**src/rtl/axis_hdr_pkg.sv**
```systemverilog
// Shared types and keep/count helpers for the AXI-Stream header extractor.
package axis_hdr_pkg;

    localparam int unsigned DEFAULT_DATA_WIDTH = 32;
    localparam int unsigned MAX_BYTES          = 64;

    typedef enum logic [1:0] {
        IDLE  = 2'd0,
        FIRST = 2'd1,
        BODY  = 2'd2,
        FLUSH = 2'd3
    } state_t;

    // A well-formed keep is contiguous, so its popcount is the byte count.
    function automatic int keep_to_count(input logic [MAX_BYTES-1:0] keep);
        int cnt;
        cnt = 0;
        for (int i = 0; i < int'(MAX_BYTES); i++) begin
            if (keep[i]) cnt++;
        end
        return cnt;
    endfunction

    function automatic logic [MAX_BYTES-1:0] count_to_keep_left(input int cnt, input int nbytes);
        logic [MAX_BYTES-1:0] k;
        k = '0;
        for (int i = 0; i < int'(MAX_BYTES); i++) begin
            k[i] = (i < nbytes) && (i >= nbytes - cnt);
        end
        return k;
    endfunction

    function automatic logic [MAX_BYTES-1:0] count_to_keep_right(input int cnt);
        logic [MAX_BYTES-1:0] k;
        k = '0;
        for (int i = 0; i < int'(MAX_BYTES); i++) begin
            k[i] = (i < cnt);
        end
        return k;
    endfunction

endpackage

```
**src/rtl/axis_reg_slice.sv**
```systemverilog
// One-entry registered valid/ready stage; output payload is held while stalled.
module axis_reg_slice #(
    parameter int unsigned WIDTH = 8
) (
    input  logic             clk,
    input  logic             rst,
    input  logic             i_s_valid,
    input  logic [WIDTH-1:0] i_s_data,
    output logic             o_s_ready_c,
    output logic             o_m_valid,
    output logic [WIDTH-1:0] o_m_data,
    input  logic             i_m_ready
);

    logic             r_valid;
    logic [WIDTH-1:0] r_data;

    assign o_s_ready_c = !r_valid || i_m_ready;
    assign o_m_valid   = r_valid;
    assign o_m_data    = r_data;

    always_ff @(posedge clk or posedge rst) begin
        if (rst) begin
            r_valid <= 1'b0;
            r_data  <= '0;
        end else if (i_s_valid && o_s_ready_c) begin
            r_valid <= 1'b1;
            r_data  <= i_s_data;
        end else if (i_m_ready) begin
            r_valid <= 1'b0;
        end
    end

endmodule

```
**src/rtl/axi_stream_extract_header.sv**
```systemverilog
// Strips a per-frame header from an MSB-first AXI-Stream and re-packs the payload.
// Optional err_short output under AXIS_EXTRACT_HEADER_ERR_EN.
module axi_stream_extract_header
    import axis_hdr_pkg::*;
#(
    parameter int unsigned DATA_WIDTH      = DEFAULT_DATA_WIDTH,
    parameter int unsigned DATA_BYTE_WIDTH = DATA_WIDTH / 8,
    parameter int unsigned BYTE_CNT_WIDTH  = $clog2(DATA_BYTE_WIDTH)
) (
    input  logic                       clk,
    input  logic                       rst,
    input  logic                       valid_in,
    input  logic [DATA_WIDTH-1:0]      data_in,
    input  logic [DATA_BYTE_WIDTH-1:0] keep_in,
    input  logic                       last_in,
    output logic                       ready_in,
    input  logic                       valid_cfg,
    input  logic [BYTE_CNT_WIDTH-1:0]  byte_strip_cnt,
    output logic                       ready_cfg,
    output logic                       valid_hdr,
    output logic [DATA_WIDTH-1:0]      data_hdr,
    output logic [DATA_BYTE_WIDTH-1:0] keep_hdr,
    input  logic                       ready_hdr,
    output logic                       valid_out,
    output logic [DATA_WIDTH-1:0]      data_out,
    output logic [DATA_BYTE_WIDTH-1:0] keep_out,
    output logic                       last_out,
    input  logic                       ready_out
`ifdef AXIS_EXTRACT_HEADER_ERR_EN
    ,
    output logic                       err_short
`endif
);

    localparam int unsigned CW      = BYTE_CNT_WIDTH + 1;
    localparam int unsigned PAY_W   = DATA_WIDTH + DATA_BYTE_WIDTH + 1;
    localparam int unsigned HDR_W   = DATA_WIDTH + DATA_BYTE_WIDTH;
    localparam logic [CW-1:0] DBW_C = CW'(DATA_BYTE_WIDTH);
    localparam logic [CW:0]   DBW_T = (CW+1)'(DATA_BYTE_WIDTH);

    state_t                    r_state, w_state;
    logic [CW-1:0]             r_n, w_n, r_r, w_r, r_flush, w_flush;
    logic [DATA_WIDTH-1:0]     r_res, w_res;
    logic                      r_live;

    logic [DATA_WIDTH-1:0]     w_din;
    logic [CW-1:0]             w_v, w_hcnt;
    logic [CW:0]               w_total;
    logic                      w_short, w_ready_in;
    logic                      w_hdr_valid, w_hdr_rdy;
    logic [DATA_WIDTH-1:0]     w_hdr_data;
    logic [DATA_BYTE_WIDTH-1:0] w_hdr_keep;
    logic                      w_pay_valid, w_pay_rdy, w_pay_last;
    logic [DATA_WIDTH-1:0]     w_pay_data;
    logic [DATA_BYTE_WIDTH-1:0] w_pay_keep;

    assign ready_cfg = (r_state == IDLE) && r_live;
    assign ready_in  = w_ready_in;

    // Bytes outside keep are zeroed so they never leak into residue or header.
    always_comb begin
        w_din = '0;
        for (int b = 0; b < int'(DATA_BYTE_WIDTH); b++) begin
            w_din[b*8 +: 8] = keep_in[b] ? data_in[b*8 +: 8] : 8'h00;
        end
    end

    always_ff @(posedge clk or posedge rst) begin
        if (rst) begin
            r_state <= IDLE;
            r_n     <= '0;
            r_r     <= '0;
            r_flush <= '0;
            r_res   <= '0;
            r_live  <= 1'b0;
        end else begin
            r_state <= w_state;
            r_n     <= w_n;
            r_r     <= w_r;
            r_flush <= w_flush;
            r_res   <= w_res;
            r_live  <= 1'b1;
        end
    end

    always_comb begin
        w_state     = r_state;
        w_n         = r_n;
        w_r         = r_r;
        w_flush     = r_flush;
        w_res       = r_res;
        w_ready_in  = 1'b0;
        w_hdr_valid = 1'b0;
        w_hdr_data  = '0;
        w_hdr_keep  = '0;
        w_pay_valid = 1'b0;
        w_pay_data  = '0;
        w_pay_keep  = '0;
        w_pay_last  = 1'b0;
        w_v         = CW'(keep_to_count(MAX_BYTES'(keep_in)));
        w_short     = 1'b0;
        w_hcnt      = r_n;
        w_total     = {1'b0, r_r} + {1'b0, w_v};
        case (r_state)
            IDLE: begin
                if (ready_cfg && valid_cfg) begin
                    w_n     = CW'(byte_strip_cnt) + CW'(1);
                    w_r     = DBW_C - w_n;
                    w_state = FIRST;
                end
            end
            FIRST: begin
                w_ready_in  = w_hdr_rdy;
                w_hdr_valid = valid_in;
                w_short     = last_in && (w_v < r_n);
                w_hcnt      = w_short ? w_v : r_n;
                w_hdr_data  = w_din >> {DBW_C - w_hcnt, 3'b000};
                w_hdr_keep  = DATA_BYTE_WIDTH'(count_to_keep_right(int'(w_hcnt)));
                if (valid_in && w_hdr_rdy) begin
                    w_res = w_din << {r_n, 3'b000};
                    if (!last_in) begin
                        w_state = BODY;
                    end else if (w_v > r_n) begin
                        w_flush = w_v - r_n;
                        w_state = FLUSH;
                    end else begin
                        w_state = IDLE;
                    end
                end
            end
            BODY: begin
                w_ready_in  = w_pay_rdy;
                w_pay_valid = valid_in;
                w_pay_data  = r_res | (w_din >> {r_r, 3'b000});
                w_pay_keep  = '1;
                if (last_in && (w_total <= DBW_T)) begin
                    w_pay_last = 1'b1;
                    w_pay_keep = DATA_BYTE_WIDTH'(count_to_keep_left(int'(w_total),
                                                                     int'(DATA_BYTE_WIDTH)));
                end
                if (valid_in && w_pay_rdy) begin
                    w_res = w_din << {r_n, 3'b000};
                    if (last_in) begin
                        if (w_total <= DBW_T) begin
                            w_state = IDLE;
                        end else begin
                            w_flush = CW'(w_total - DBW_T);
                            w_state = FLUSH;
                        end
                    end
                end
            end
            FLUSH: begin
                w_pay_valid = 1'b1;
                w_pay_data  = r_res;
                w_pay_keep  = DATA_BYTE_WIDTH'(count_to_keep_left(int'(r_flush),
                                                                  int'(DATA_BYTE_WIDTH)));
                w_pay_last  = 1'b1;
                if (w_pay_rdy) w_state = IDLE;
            end
            default: w_state = IDLE;
        endcase
    end

    axis_reg_slice #(.WIDTH(PAY_W)) u_pay_slice (
        .clk         (clk),
        .rst         (rst),
        .i_s_valid   (w_pay_valid),
        .i_s_data    ({w_pay_data, w_pay_keep, w_pay_last}),
        .o_s_ready_c (w_pay_rdy),
        .o_m_valid   (valid_out),
        .o_m_data    ({data_out, keep_out, last_out}),
        .i_m_ready   (ready_out)
    );

    axis_reg_slice #(.WIDTH(HDR_W)) u_hdr_slice (
        .clk         (clk),
        .rst         (rst),
        .i_s_valid   (w_hdr_valid),
        .i_s_data    ({w_hdr_data, w_hdr_keep}),
        .o_s_ready_c (w_hdr_rdy),
        .o_m_valid   (valid_hdr),
        .o_m_data    ({data_hdr, keep_hdr}),
        .i_m_ready   (ready_hdr)
    );

`ifdef AXIS_EXTRACT_HEADER_ERR_EN
    logic r_err;
    assign err_short = r_err;
    always_ff @(posedge clk or posedge rst) begin
        if (rst) r_err <= 1'b0;
        else     r_err <= (r_state == FIRST) && valid_in && w_hdr_rdy && w_short;
    end
`endif

endmodule

```
**config.mk**
```make
export PLATFORM = sky130hd
export DESIGN_NAME = axi_stream_extract_header
export DESIGN_NICKNAME = d
export VERILOG_FILES = /design/src/rtl/axis_hdr_pkg.sv /design/src/rtl/axis_reg_slice.sv /design/src/rtl/axi_stream_extract_header.sv
export SDC_FILE = /design/constraint.sdc
export NUM_CORES = 1
export LEC_CHECK = 0
export ABC_AREA = 1
export ABC_CLOCK_PERIOD_IN_PS = 5200
export BUFFER_PORTS_ARGS = -buffer_cell sky130_fd_sc_hd__buf_4
export CAP_MARGIN = 20
export CORE_AREA = 2 2 115 117
export CTS_BUF_LIST = sky130_fd_sc_hd__clkbuf_16
export DETAILED_ROUTE_END_ITERATION = 12
export DIE_AREA = 0 0 117 119
export PLACE_DENSITY = 0.78
export SLEW_MARGIN = 20
export SYNTH_ARGS = -nofsm -noshare
export SYNTH_HDL_FRONTEND = slang
export SYNTH_SLANG_ARGS = --single-unit
```
**constraint.sdc**
```tcl
create_clock -name clk -period 5.2 [get_ports clk]
set_input_delay 0.52 -clock clk [delete_from_list [all_inputs] [get_ports clk]]
set_output_delay 0.52 -clock clk [all_outputs]
set_load 0.01 [all_outputs]
```
==> results of run 1 <==
-- metal layers --
metal  up-vias  share of wire [%]  GRT usage (%)
met5         -                  0              0
met4         0                3.5           13.2
met2       327                 50           51.2
met3        61                6.4           5.65
met1      3282                 40           38.1
li1       3252                  -              -
-- flip-flops by register name, indices dropped and copies added (netlist names) --
register / flops
r_flush: 3
r_live: 1
r_n: 3
r_r: 1
r_res: 32
r_state: 2
u_hdr_slice.o_m_data: 36
u_hdr_slice.o_m_valid: 1
u_pay_slice.o_m_data: 37
u_pay_slice.o_m_valid: 1
-- final cells by class --
| class | instances | area, um2 | share of cell area (%) |
|---|---|---|---|
| clock buffer | 17 | 425 | 5.00 |
| timing repair buffer | 132 | 998 | 11.7 |
| multi-input combinational | 653 | 3330 | 39.2 |
| tap | 176 | 220 | 2.59 |
| clock inverter | 15 | 196 | 2.31 |
| inverter | 108 | 408 | 4.79 |
| sequential | 117 | 2930 | 34.4 |
-- cell families (layout without fill, tap and decap cells) --
kind of cell             Yosys count  in the layout  share of synthesized area (%)
flip-flops                       117            117                           42.6
XOR/XNOR                           3              3                          0.382
buffers and inverters            156            272                           8.98
other                              1              1                         0.0545
adder cells (fa/ha/maj)           25             25                           4.77
AO/OA/AOI/OAI                    211            211                           18.9
AND/OR/NAND/NOR                  413            413                           24.4
-- layout by cell type, fill, tap and decap left out, types with 2 or more instances in the layout --
cell type	netlist	final
o2111ai_1	8	8
inv_1	103	105
buf_4	2	131
nor3_1	7	7
clkbuf_16	0	17
fa_1	2	2
o21ai_0	97	97
o21bai_1	2	2
a22oi_1	3	3
nor2_1	95	95
nand2_2	2	2
nand2_1	240	240
o21ai_2	11	11
dfrtp_1	117	117
nand3_1	61	61
clkinv_2	0	3
o31ai_1	5	5
o211ai_1	25	25
o22ai_1	2	2
a211oi_1	6	6
clkinv_1	4	7
ha_1	23	23
a21oi_1	21	21
bufinv_16	0	5
a31oi_1	24	24
nor2_2	2	2
xor2_1	2	2
-- how the worst min path moves through the flow --
stage,cells past startpoint,slack [ps],end,start
after floorplan,2,450,r_res[15]$_DFFE_PP0P_,r_res[15]$_DFFE_PP0P_
after global placement,2,470,r_res[28]$_DFFE_PP0P_,r_res[28]$_DFFE_PP0P_
after detailed placement,2,470,u_hdr_slice.o_m_data[4]$_DFFE_PP0P_,u_hdr_slice.o_m_data[4]$_DFFE_PP0P_
after CTS,2,340,u_pay_slice.o_m_data[19]$_DFFE_PP0P_,rst
after global routing,2,400,u_pay_slice.o_m_data[19]$_DFFE_PP0P_,rst
final,2,300,u_pay_slice.o_m_data[19]$_DFFE_PP0P_,rst
-- through the flow --
step / hold slack [ps] / std cells
floorplan: 452 / 926
global placement: 465 / 1185
detailed placement: 470 / 1185
CTS: 342 / 1217
global route: 397 / 1218
finish: 296 / 1218
-- power groups by stage --
stage                     sequential, mW  combinational, mW  clock [mW]
after global routing                1.58               3.25        1.29
after floorplan                     1.61               1.85           0
after CTS                           1.54               2.88        1.25
after global placement              1.54               2.79           0
final                               1.55               2.91        1.25
after detailed placement            1.55               2.84           0
-- Yosys cell counts (2+ instances only) --
cell / n
a211oi_1: 6
a21oi_1: 21
a22oi_1: 3
a31oi_1: 24
buf_1: 6
buf_2: 8
buf_4: 2
buf_6: 2
clkbuf_1: 30
clkinv_1: 4
dfrtp_1: 117
fa_1: 2
ha_1: 23
inv_1: 103
nand2_1: 240
nand2_2: 2
nand3_1: 61
nor2_1: 95
nor2_2: 2
nor3_1: 7
o2111ai_1: 8
o211ai_1: 25
o21ai_0: 97
o21ai_2: 11
o21bai_1: 2
o22ai_1: 2
o31ai_1: 5
xor2_1: 2
-- worst register-to-register path: stages (launching register included) --
cell and delay, ps:
dfrtp_1 660, clkinv_1 410, ha_1 400, nand2_1 50
nor2_1 110, nor2_2 50, nand2_2 80, nor2_4 50
inv_2 90, nand2_1 50, nand2_1 90, inv_1 190
ha_1 340, buf_4 220, clkinv_1 510, nand2_4 450
o21ai_0 130
==> impl_metrics.tcl, run 1 <==
set metrics [dict create \
    synth_fp_nets 996 \
    io_buffers 121 \
    final_util_pct 66.1 \
    avgSynthCellArea_um2 7.43 \
    path_clk_slew_ps 50 \
    drt-total-wl_um 20900 \
    slowest_delay_ps 500 \
    worstMarginPinSlew_ps 961 \
    n_antenna_cell 0 \
    synth_area_leaders "dfrtp_1 43%, nand2_1 13%, o21ai_0 7.1%, inv_1 5.6%, nor2_1 5.2%" \
    max_freq_ghz 0.223 \
    final_layout_size_suffix_gt1_share_pct 17.4 \
    drc 0 \
    dieArea_um2 13900 \
    setup_viol_count_final 0 \
    gp_congestion 0.937 \
    postPlaceCellArea_um2 7870 \
    r2r_slack_ps 1230 \
    p_leak_nw 4.30 \
    die_w_um 117 \
    numCtsBuffers 17 \
    finalClockSkew_ps 7.35 \
    switchingPower_mw 2.51 \
    worstSetupPathDepth 23 \
    ir_drop_mv 0.349 \
    dp_hpwl_um 14900 \
    setup_total_negative_slack_ps 0 \
    track_usage_pct 30.5 \
    status "complete, no violations" \
    overflow 0 \
    areaGrowthSynthToFinish_pct 23.7 \
    post_drt_wl_per_cell_um 17.2 \
    worst-setup-path-type "in2reg" \
    grt_pass1_vias 6573 \
    crit_chain "buf_4, inv_1, ha_1, xnor2_1, inv_1, ha_1, a22oi_1, inv_1, ha_1, nand2_1, nor2_1, nor2_2, nand2_2, nor2_4, inv_2, nand2_1, nand2_1, inv_1, ha_1, buf_4, clkinv_1, nand2_4, o21ai_0" \
    setup.worst_path.start_class "input port" \
    period_share_pct 86.1 \
    rr_worst_depth 16 \
    finalWorstSetupSlack_ps 722 \
    timing.rr.end "u_hdr_slice.o_m_data[32]$_DFFE_PP0P_" \
    ctsResizeCount 0 \
    rsz0062_at_grt "false" \
    via_count 6922 \
    cp.required_ps 5490 \
    synth_cell_types 44 \
    critPathLaunch "keep_in[0]" \
    cts_tree "done" \
    htreeDepth 4 \
    hold_class "in2async" \
    pin_count 122 \
    clkPwrFrac_pct 21.9 \
    pre_cts_ws_ps 418 \
    dieHeight_um 119 \
    rows 42 \
    comb_power_share_pct 51.0 \
    dr.pass1.iters 6 \
    vias_per_cell 5.68 \
    synth_cells 926 \
    final_nets 1099 \
    clock_latency_ps 420 \
    ant_nets 0 \
    hold_buffers 0 \
    rr_startpoint "r_n[1]$_DFFE_PP0P_" \
    worstSetupEndpointType "register" \
    critPathMaxFanout 17 \
    ys_ff_latch 117 \
    maxSlewViolCount 0 \
    initial_core_util_pct 53.4 \
    grt_pass1_wl_um 32500 \
    p_int_mw 3.19 \
    synth-main-ff-cell "dfrtp_1" \
    fillCellCount 1150 \
    cp.buffers_inverters 8 \
    arrival_ps 4770 \
    drt_iter0_markers 792 \
    synthArstFlopShare_pct 100 \
    drv_cap 0 \
    power_mw 5.71 \
    powerDensity_nw_per_um2 671 \
    ys_warn_count 0 \
    grt_max_degree 73 \
    period_needed_ps 4480 \
    cts_buffer_depth 2 \
    yosysTopAreaCell "dfrtp_1" \
    ys_seq_area_share_pct 42.6 \
    synth_edf_count 0 \
    fp.coreArea_um2 12900 \
    stdcell_area_um2 8510 \
    hold_viol 0 \
    cp_top_family "buffers and inverters" \
    clock-root-buffer "clkbuf_16" \
    seqPwrFrac_pct 27.1 \
    clock-sinks 117 \
    p_sw_share_pct 44.0 \
    critPathSlowestCell "clkinv_1" \
    cp-endpoint "u_hdr_slice.o_m_data[32]$_DFFE_PP0P_" \
    slew_headroom_pct 35.5 \
    antenna_found_initial 0 \
    netlist_area_um2 6880 \
    synth.top_cell.area_share_pct 42.6 \
    cts_setup_buffers 0 \
]
Power figures use the tool's default switching activity.
==> run 2, diff against run 1 <==
--- a/config.mk
+++ b/config.mk
@@ -5,10 +5,9 @@
 export SDC_FILE = /design/constraint.sdc
 export NUM_CORES = 1
 export LEC_CHECK = 0
-export ABC_AREA = 1
 export ABC_CLOCK_PERIOD_IN_PS = 5200
 export BUFFER_PORTS_ARGS = -buffer_cell sky130_fd_sc_hd__buf_4
-export CAP_MARGIN = 20
+export CAP_MARGIN = 10
 export CORE_AREA = 2 2 115 117
 export CTS_BUF_LIST = sky130_fd_sc_hd__clkbuf_16
 export DETAILED_ROUTE_END_ITERATION = 12
==> impl_metrics.tcl, run 2 <==
set metrics [dict create \
    dp_hpwl_um 16000 \
    io_buffers 121 \
    ant_nets 0 \
    largest_register_ffs 37 \
    htreeDepth 4 \
    synth_fp_nets 868 \
    drt-total-wl_um 22200 \
    worstSetupEndpointType "register" \
    synth-main-ff-cell "dfrtp_1" \
    critPathMaxFanout 27 \
    period_needed_ps 4540 \
    setup.worst_path.start_class "input port" \
    slew_headroom_pct 40.4 \
    fp.coreArea_um2 12900 \
    clock-root-buffer "clkbuf_16" \
    rows 42 \
    grt_max_degree 88 \
    post_drt_wl_per_cell_um 20.7 \
    antenna_found_initial 0 \
    wl_met2_um 10200 \
    gp_congestion 0.971 \
    hold_buffers 0 \
    ys_warn_count 0 \
    path_clk_slew_ps 60 \
    ctsResizeCount 0 \
    cts_tree "done" \
    p_leak_nw 3.84 \
    grt_pass1_vias 6323 \
    drv_cap 0 \
    hold_class "in2async" \
    max_freq_ghz 0.220 \
    cts_setup_buffers 0 \
    synth_cells 798 \
    initial_core_util_pct 53.5 \
    ir_drop_mv 0.313 \
    ys_seq_area_share_pct 42.5 \
    rsz0062_at_grt "false" \
    dp.cells 1043 \
    finalClockSkew_ps 10.6 \
    overflow 0 \
    dieArea_um2 13900 \
    synth_edf_count 0 \
    arrival_ps 4880 \
    violations "DRC" \
    pin_count 122 \
    track_usage_pct 32.9 \
    yosysTopAreaCell "dfrtp_1" \
    hold_viol 0 \
    cts_buffer_depth 2 \
    synth_area_leaders "dfrtp_1 43%, nand2_1 7.4%, o21ai_0 6.1%, ha_1 4.2%, a21oi_1 4.0%" \
    synth.top_cell.area_share_pct 42.5 \
    worstMarginPinSlew_ps 895 \
    grt_pass1_wl_um 34700 \
    period_share_pct 87.3 \
    netlist_area_um2 6890 \
    dieHeight_um 119 \
    drt_iter0_markers 874 \
    areaGrowthSynthToFinish_pct 22.9 \
    status "finished, violations left" \
    wl_met1_um 9560 \
    synth_common_cells "136 x nand2_1, 117 x dfrtp_1, 84 x o21ai_0, 62 x nor2_1, 55 x a21oi_1" \
    dr.pass1.iters 10 \
    layout_common_cells "136 x nand2_1, 135 x buf_4, 116 x dfrtp_1" \
    setup_total_negative_slack_ps 0 \
    fin_cells 1075 \
    worst-setup-path-type "in2reg" \
    setup_viol_count_final 0 \
    clock_latency_ps 430 \
    final_nets 956 \
    via_count 6782 \
    numCtsBuffers 17 \
    synthArstFlopShare_pct 100 \
    avgSynthCellArea_um2 8.63 \
    fillCellCount 1063 \
    n_antenna_cell 0 \
    final_layout_size_suffix_gt1_share_pct 21.2 \
    ys_ff_latch 117 \
    topRoutingLayerUsed "met4" \
    dr_wl_met3_um 1800 \
    maxSlewViolCount 0 \
    cp.required_ps 5550 \
    final_common_cell "nand2_1" \
    vias_per_cell 6.31 \
    drc 1 \
    die_w_um 117 \
    synth_most_common_cell "nand2_1" \
    synth_cell_types 60 \
    clock-sinks 117 \
    powerDensity_nw_per_um2 647 \
]
[run 2: cell types whose count changed in the layout (fill, tap and decap cells not counted), sizes merged, moves of 10 or more]
cell    previous run  this run
o211ai            25         1
a22o               0        26
a31oi             24        43
inv              107        25
o22ai              2        18
nor2              98        64
nand2            243       137
nand3             61        19
o21ai            109        89
o31ai              5        18
and2               0        10
a21oi             22        55
[run 2: power breakdown]
group	internal, mW	leakage, nW	switching (mW)	total (mW)
Sequential	1.26	1.53	0.213	1.47
Combinational	1.09	2.02	1.72	2.81
Clock	0.755	0.297	0.449	1.20
[run 2: per-layer routing]
metal / vias to the layer above / GRT usage, %
met2: 383 / 48.7
met1: 3299 / 47.9
met5: - / 0
met4: 0 / 12.1
li1: 3051 / -
met3: 49 / 6.41
[run 2: metrics by stage]
| step | power (mW) | setup slack (ps) | utilization, % | hold WS (ps) | cell area [um2] |
|---|---|---|---|---|---|
| finish | 5.48 | 663 | 65.7 | 242 | 8460 |
| global route | 5.83 | 356 | 65.7 | 310 | 8460 |
| CTS | 5.44 | 707 | 65.7 | 279 | 8460 |
| detailed placement | 4.22 | 278 | 61.0 | 466 | 7860 |
| global placement | 4.12 | 452 | 61.0 | 459 | 7860 |
| floorplan | 3.29 | 19.5 | - | 449 | 6890 |
[run 2: cells by family (layout without fill, tap and decap cells)]
logic type / after synthesis / count (layout) / synth area share, %
flip-flops: 117 / 117 / 42.5
XOR/XNOR: 7 / 7 / 1.58
AND/OR/NAND/NOR: 261 / 261 / 16.4
buffers and inverters: 87 / 188 / 5.05
adder cells (fa/ha/maj): 25 / 25 / 4.76
other: 1 / 1 / 0.0545
multiplexers: 19 / 19 / 4.07
AO/OA/AOI/OAI: 281 / 281 / 25.5
[run 2: final cells by class]
cell class / instances / area [um2] / share of cell area, %
clock inverters: 15 / 180 / 2.13
flip-flops and latches: 117 / 2930 / 34.6
well taps: 176 / 220 / 2.60
repair buffers: 135 / 1010 / 12.0
inverters: 21 / 86.3 / 1.02
multi-input cells: 594 / 3610 / 42.6
clock buffers: 17 / 425 / 5.03
[run 2: critical path, cell delays in order]
cell and delay (ps):
buf_4 270, inv_1 110, ha_1 390, xor2_2 210, ha_1 260, nand2_1 60
o21ai_0 140, fa_1 590, nor2_2 330, xnor2_1 160, nand2_1 120, o21ai_0 70
and2_1 170, ha_1 340, inv_1 100, o22ai_1 70, a311o_1 300, or4_1 470
a31oi_1 170
[run 2: worst paths after layout]
path	start	end	slack, ps	cells past startpoint
setup / recovery	keep_in[0]	u_pay_slice.o_m_data[1]$_DFFE_PP0P_	660	19
hold / removal	rst	u_hdr_slice.o_m_data[21]$_DFFE_PP0P_	240	2
setup reg to reg	r_r[1]$_DFFE_PP0P_	u_pay_slice.o_m_data[1]$_DFFE_PP0P_	1590	13
hold reg to reg	r_res[2]$_DFFE_PP0P_	r_res[2]$_DFFE_PP0P_	480	2
max in group asynchronous	rst	r_n[0]$_DFFE_PP0P_	3710	3
min in group clk	byte_strip_cnt[0]	r_n[0]$_DFFE_PP0P_	320	2
==> run 3, diff against run 2 <==
--- a/config.mk
+++ b/config.mk
@@ -8,12 +8,13 @@
 export ABC_CLOCK_PERIOD_IN_PS = 5200
 export BUFFER_PORTS_ARGS = -buffer_cell sky130_fd_sc_hd__buf_4
 export CAP_MARGIN = 10
-export CORE_AREA = 2 2 115 117
+export CORE_AREA = 2 2 121 123
 export CTS_BUF_LIST = sky130_fd_sc_hd__clkbuf_16
 export DETAILED_ROUTE_END_ITERATION = 12
-export DIE_AREA = 0 0 117 119
-export PLACE_DENSITY = 0.78
+export DIE_AREA = 0 0 123 125
+export PLACE_DENSITY_LB_ADDON = 0.1
 export SLEW_MARGIN = 20
 export SYNTH_ARGS = -nofsm -noshare
 export SYNTH_HDL_FRONTEND = slang
+export SYNTH_HIERARCHICAL = 1
 export SYNTH_SLANG_ARGS = --single-unit
==> impl_metrics.tcl, run 3 <==
set metrics [dict create \
    grt_max_degree 91 \
    stdcell_area_um2 9070 \
    drt_iter0_markers 592 \
    io_buffers 121 \
    avgSynthCellArea_um2 10.0 \
    dieHeight_um 125 \
    p_leak_nw 4.42 \
    hold_viol 0 \
    postPlaceCellArea_um2 8520 \
    drt-total-wl_um 22800 \
    ir_drop_mv 0.420 \
    finalClockSkew_ps 7.72 \
    dp.cells 1011 \
    fp.coreArea_um2 14200 \
    grt_pass1_wl_um 34800 \
    netlist_area_um2 7640 \
    clock_latency_ps 410 \
    cp.required_ps 5500 \
    period_share_pct 83.3 \
    final_common_cell "buf_4" \
    cp-endpoint "u_hdr_slice/o_m_data[4]$_DFFE_PP0P_" \
    htreeDepth 4 \
    dieArea_um2 15400 \
    worstSetupEndpointType "register" \
    critPathMaxFanout 27 \
    timing.rr.end "u_hdr_slice/o_m_data[4]$_DFFE_PP0P_" \
    drc 0 \
    yosysTopAreaCell "dfrtp_1" \
    fillCellCount 1202 \
    worstSetupPathDepth 18 \
    clock-root-buffer "clkbuf_16" \
    initial_core_util_pct 53.8 \
    dr.pass1.iters 5 \
    numCtsBuffers 17 \
    rr_worst_depth 13 \
    synth-main-ff-cell "dfrtp_1" \
    critPathSlowestCell "or3_1" \
    ys_seq_area_share_pct 38.3 \
    cts_setup_buffers 0 \
    rows 44 \
    final_layout_size_suffix_gt1_share_pct 31.2 \
    antenna_found_initial 0 \
    final_nets 914 \
    hold_buffers 0 \
    synth_fp_nets 828 \
    drv_cap 0 \
    areaGrowthSynthToFinish_pct 18.8 \
    max_freq_ghz 0.231 \
    ys_warn_count 6 \
    seqCellArea_um2 2930 \
    period_needed_ps 4330 \
    grt_pass1_vias 6243 \
    fin_cells 1043 \
    path_clk_slew_ps 50 \
    maxSlewViolCount 0 \
    rr_startpoint "r_n[1]$_DFFE_PP0P_" \
    pin_count 122 \
    hold_class "in2async" \
    post_drt_wl_per_cell_um 21.9 \
    multiInputGateArea_um2 4260 \
    largest_register_ffs 37 \
    via_count 6446 \
    worstMarginPinSlew_ps 933 \
    worst-setup-path-type "in2reg" \
    slowest_delay_ps 400 \
    synth_most_common_cell "dfrtp_1" \
    setup_viol_count_final 0 \
    synth_edf_count 0 \
    rsz0062_at_grt "false" \
    status "complete, no violations" \
    gp_congestion 0.966 \
    dp_hpwl_um 16400 \
    synth.top_cell.area_share_pct 38.3 \
    cts_buffer_depth 2 \
    cp.buffers_inverters 4 \
    synth_area_leaders "dfrtp_1 38%, mux2_4 12%, nand2_1 3.9%, ha_1 3.4%, nor2_1 3.4%" \
    layout_common_cells "132 x buf_4, 115 x dfrtp_1, 79 x nand2_1" \
    ctsResizeCount 0 \
    slew_headroom_pct 37.8 \
    clock-sinks 117 \
    synth_common_cells "117 x dfrtp_1, 79 x nand2_1, 69 x nor2_1, 61 x mux2_4, 45 x o21ai_0" \
    n_antenna_cell 0 \
    crit_top_cell "ha_1" \
    overflow 0 \
    powerDensity_nw_per_um2 608 \
    arrival_ps 4630 \
    die_w_um 123 \
    synth_cell_types 69 \
    r2r_slack_ps 1470 \
    setup_total_negative_slack_ps 0 \
    setup.worst_path.start_class "input port" \
    ant_nets 0 \
    synth_cells 760 \
    cts_tree "done" \
    ys_ff_latch 117 \
    crit_chain "buf_4, inv_1, ha_1, xor2_2, ha_1, mux2_2, ha_1, nor2b_1, o21ai_2, nand3_1, mux2_2, inv_2, ha_1, or3_1, nand3_1, buf_4, nor2_1, mux2_4" \
    cp_top_family "adder cells" \
    vias_per_cell 6.18 \
    track_usage_pct 30.0 \
    critPathLaunch "keep_in[0]" \
    synthArstFlopShare_pct 100 \
]
[run 3: cell types whose count changed in the layout (fill, tap and decap cells not counted), moves of 7 or more]
cell	before	now
o22ai_1	18	9
nand2_1	136	79
o31ai_1	18	8
mux2_2	5	20
a21oi_1	55	23
o21ai_0	84	45
a31oi_1	43	35
nor2_1	62	69
mux2_4	1	61
nand3_1	18	8
o311a_1	0	7
inv_1	19	30
nor4_1	1	8
[run 3: worst min-delay path by stage]
stage	start	endpoint	slack [ps]	cells after the start
2_1_floorplan	r_res[3]$_DFFE_PP0P_	r_res[3]$_DFFE_PP0P_	450	2
3_3_place_gp	r_res[0]$_DFFE_PP0P_	r_res[0]$_DFFE_PP0P_	470	2
3_5_place_dp	r_res[3]$_DFFE_PP0P_	r_res[3]$_DFFE_PP0P_	470	2
4_1_cts	rst	u_pay_slice/o_m_data[2]$_DFFE_PP0P_	240	3
5_1_grt	rst	u_pay_slice/o_m_data[2]$_DFFE_PP0P_	280	3
6_report	rst	u_pay_slice/o_m_data[2]$_DFFE_PP0P_	240	3
[run 3: final cells by class]
cell class,instances,share of cell area [%]
repair buffers,132,10.9
well taps,184,2.54
multi-input cells,550,47.0
inverters,28,1.16
flip-flops and latches,117,32.3
clock buffers,17,4.69
clock inverters,15,1.38
[run 3: where the power goes]
group,internal (mW),leakage (nW),switching [mW]
combinational,1.30,2.57,1.58
clock,0.688,0.278,0.404
sequential,1.24,1.58,0.294
[run 3: logic make-up (layout without fill, tap and decap cells)]
family | count (synthesis) | after routing | synth area share (%)
and+or+nand+nor | 211 | 211 | 12.8
AOI/OAI and AO/OA | 207 | 207 | 18.5
DFF | 117 | 117 | 38.3
muxes | 101 | 101 | 19.1
buffers and inverters | 93 | 192 | 5.83
adders and majority gates | 23 | 23 | 3.97
xor gates and xnor gates | 7 | 7 | 1.33
other | 1 | 1 | 0.0491
[run 3: metal layers]
metal,routed length (um),vias up,global-route usage (%)
met1,9950,3085,43.2
met5,0,-,0
met4,835,0,13.1
li1,-,2941,-
met3,1980,53,5.75
met2,10000,367,44.0
[run 3: per-stage QoR]
stage | setup slack [ps] | hold WS [ps] | total power [mW] | utilization (%)
3_5_place_dp | 480 | 473 | 4.37 | 60.0
6_report | 867 | 236 | 5.51 | 63.9
2_1_floorplan | 91.0 | 449 | 3.60 | -
5_1_grt | 652 | 283 | 5.85 | 63.9
4_1_cts | 906 | 245 | 5.49 | 63.8
3_3_place_gp | 567 | 471 | 4.31 | 60.0
[run 3: worst min-delay path: cells and delay by family]
| kind | cells | cell delay (ps) |
|---|---|---|
| buffers and inverters | 3 | 560 |
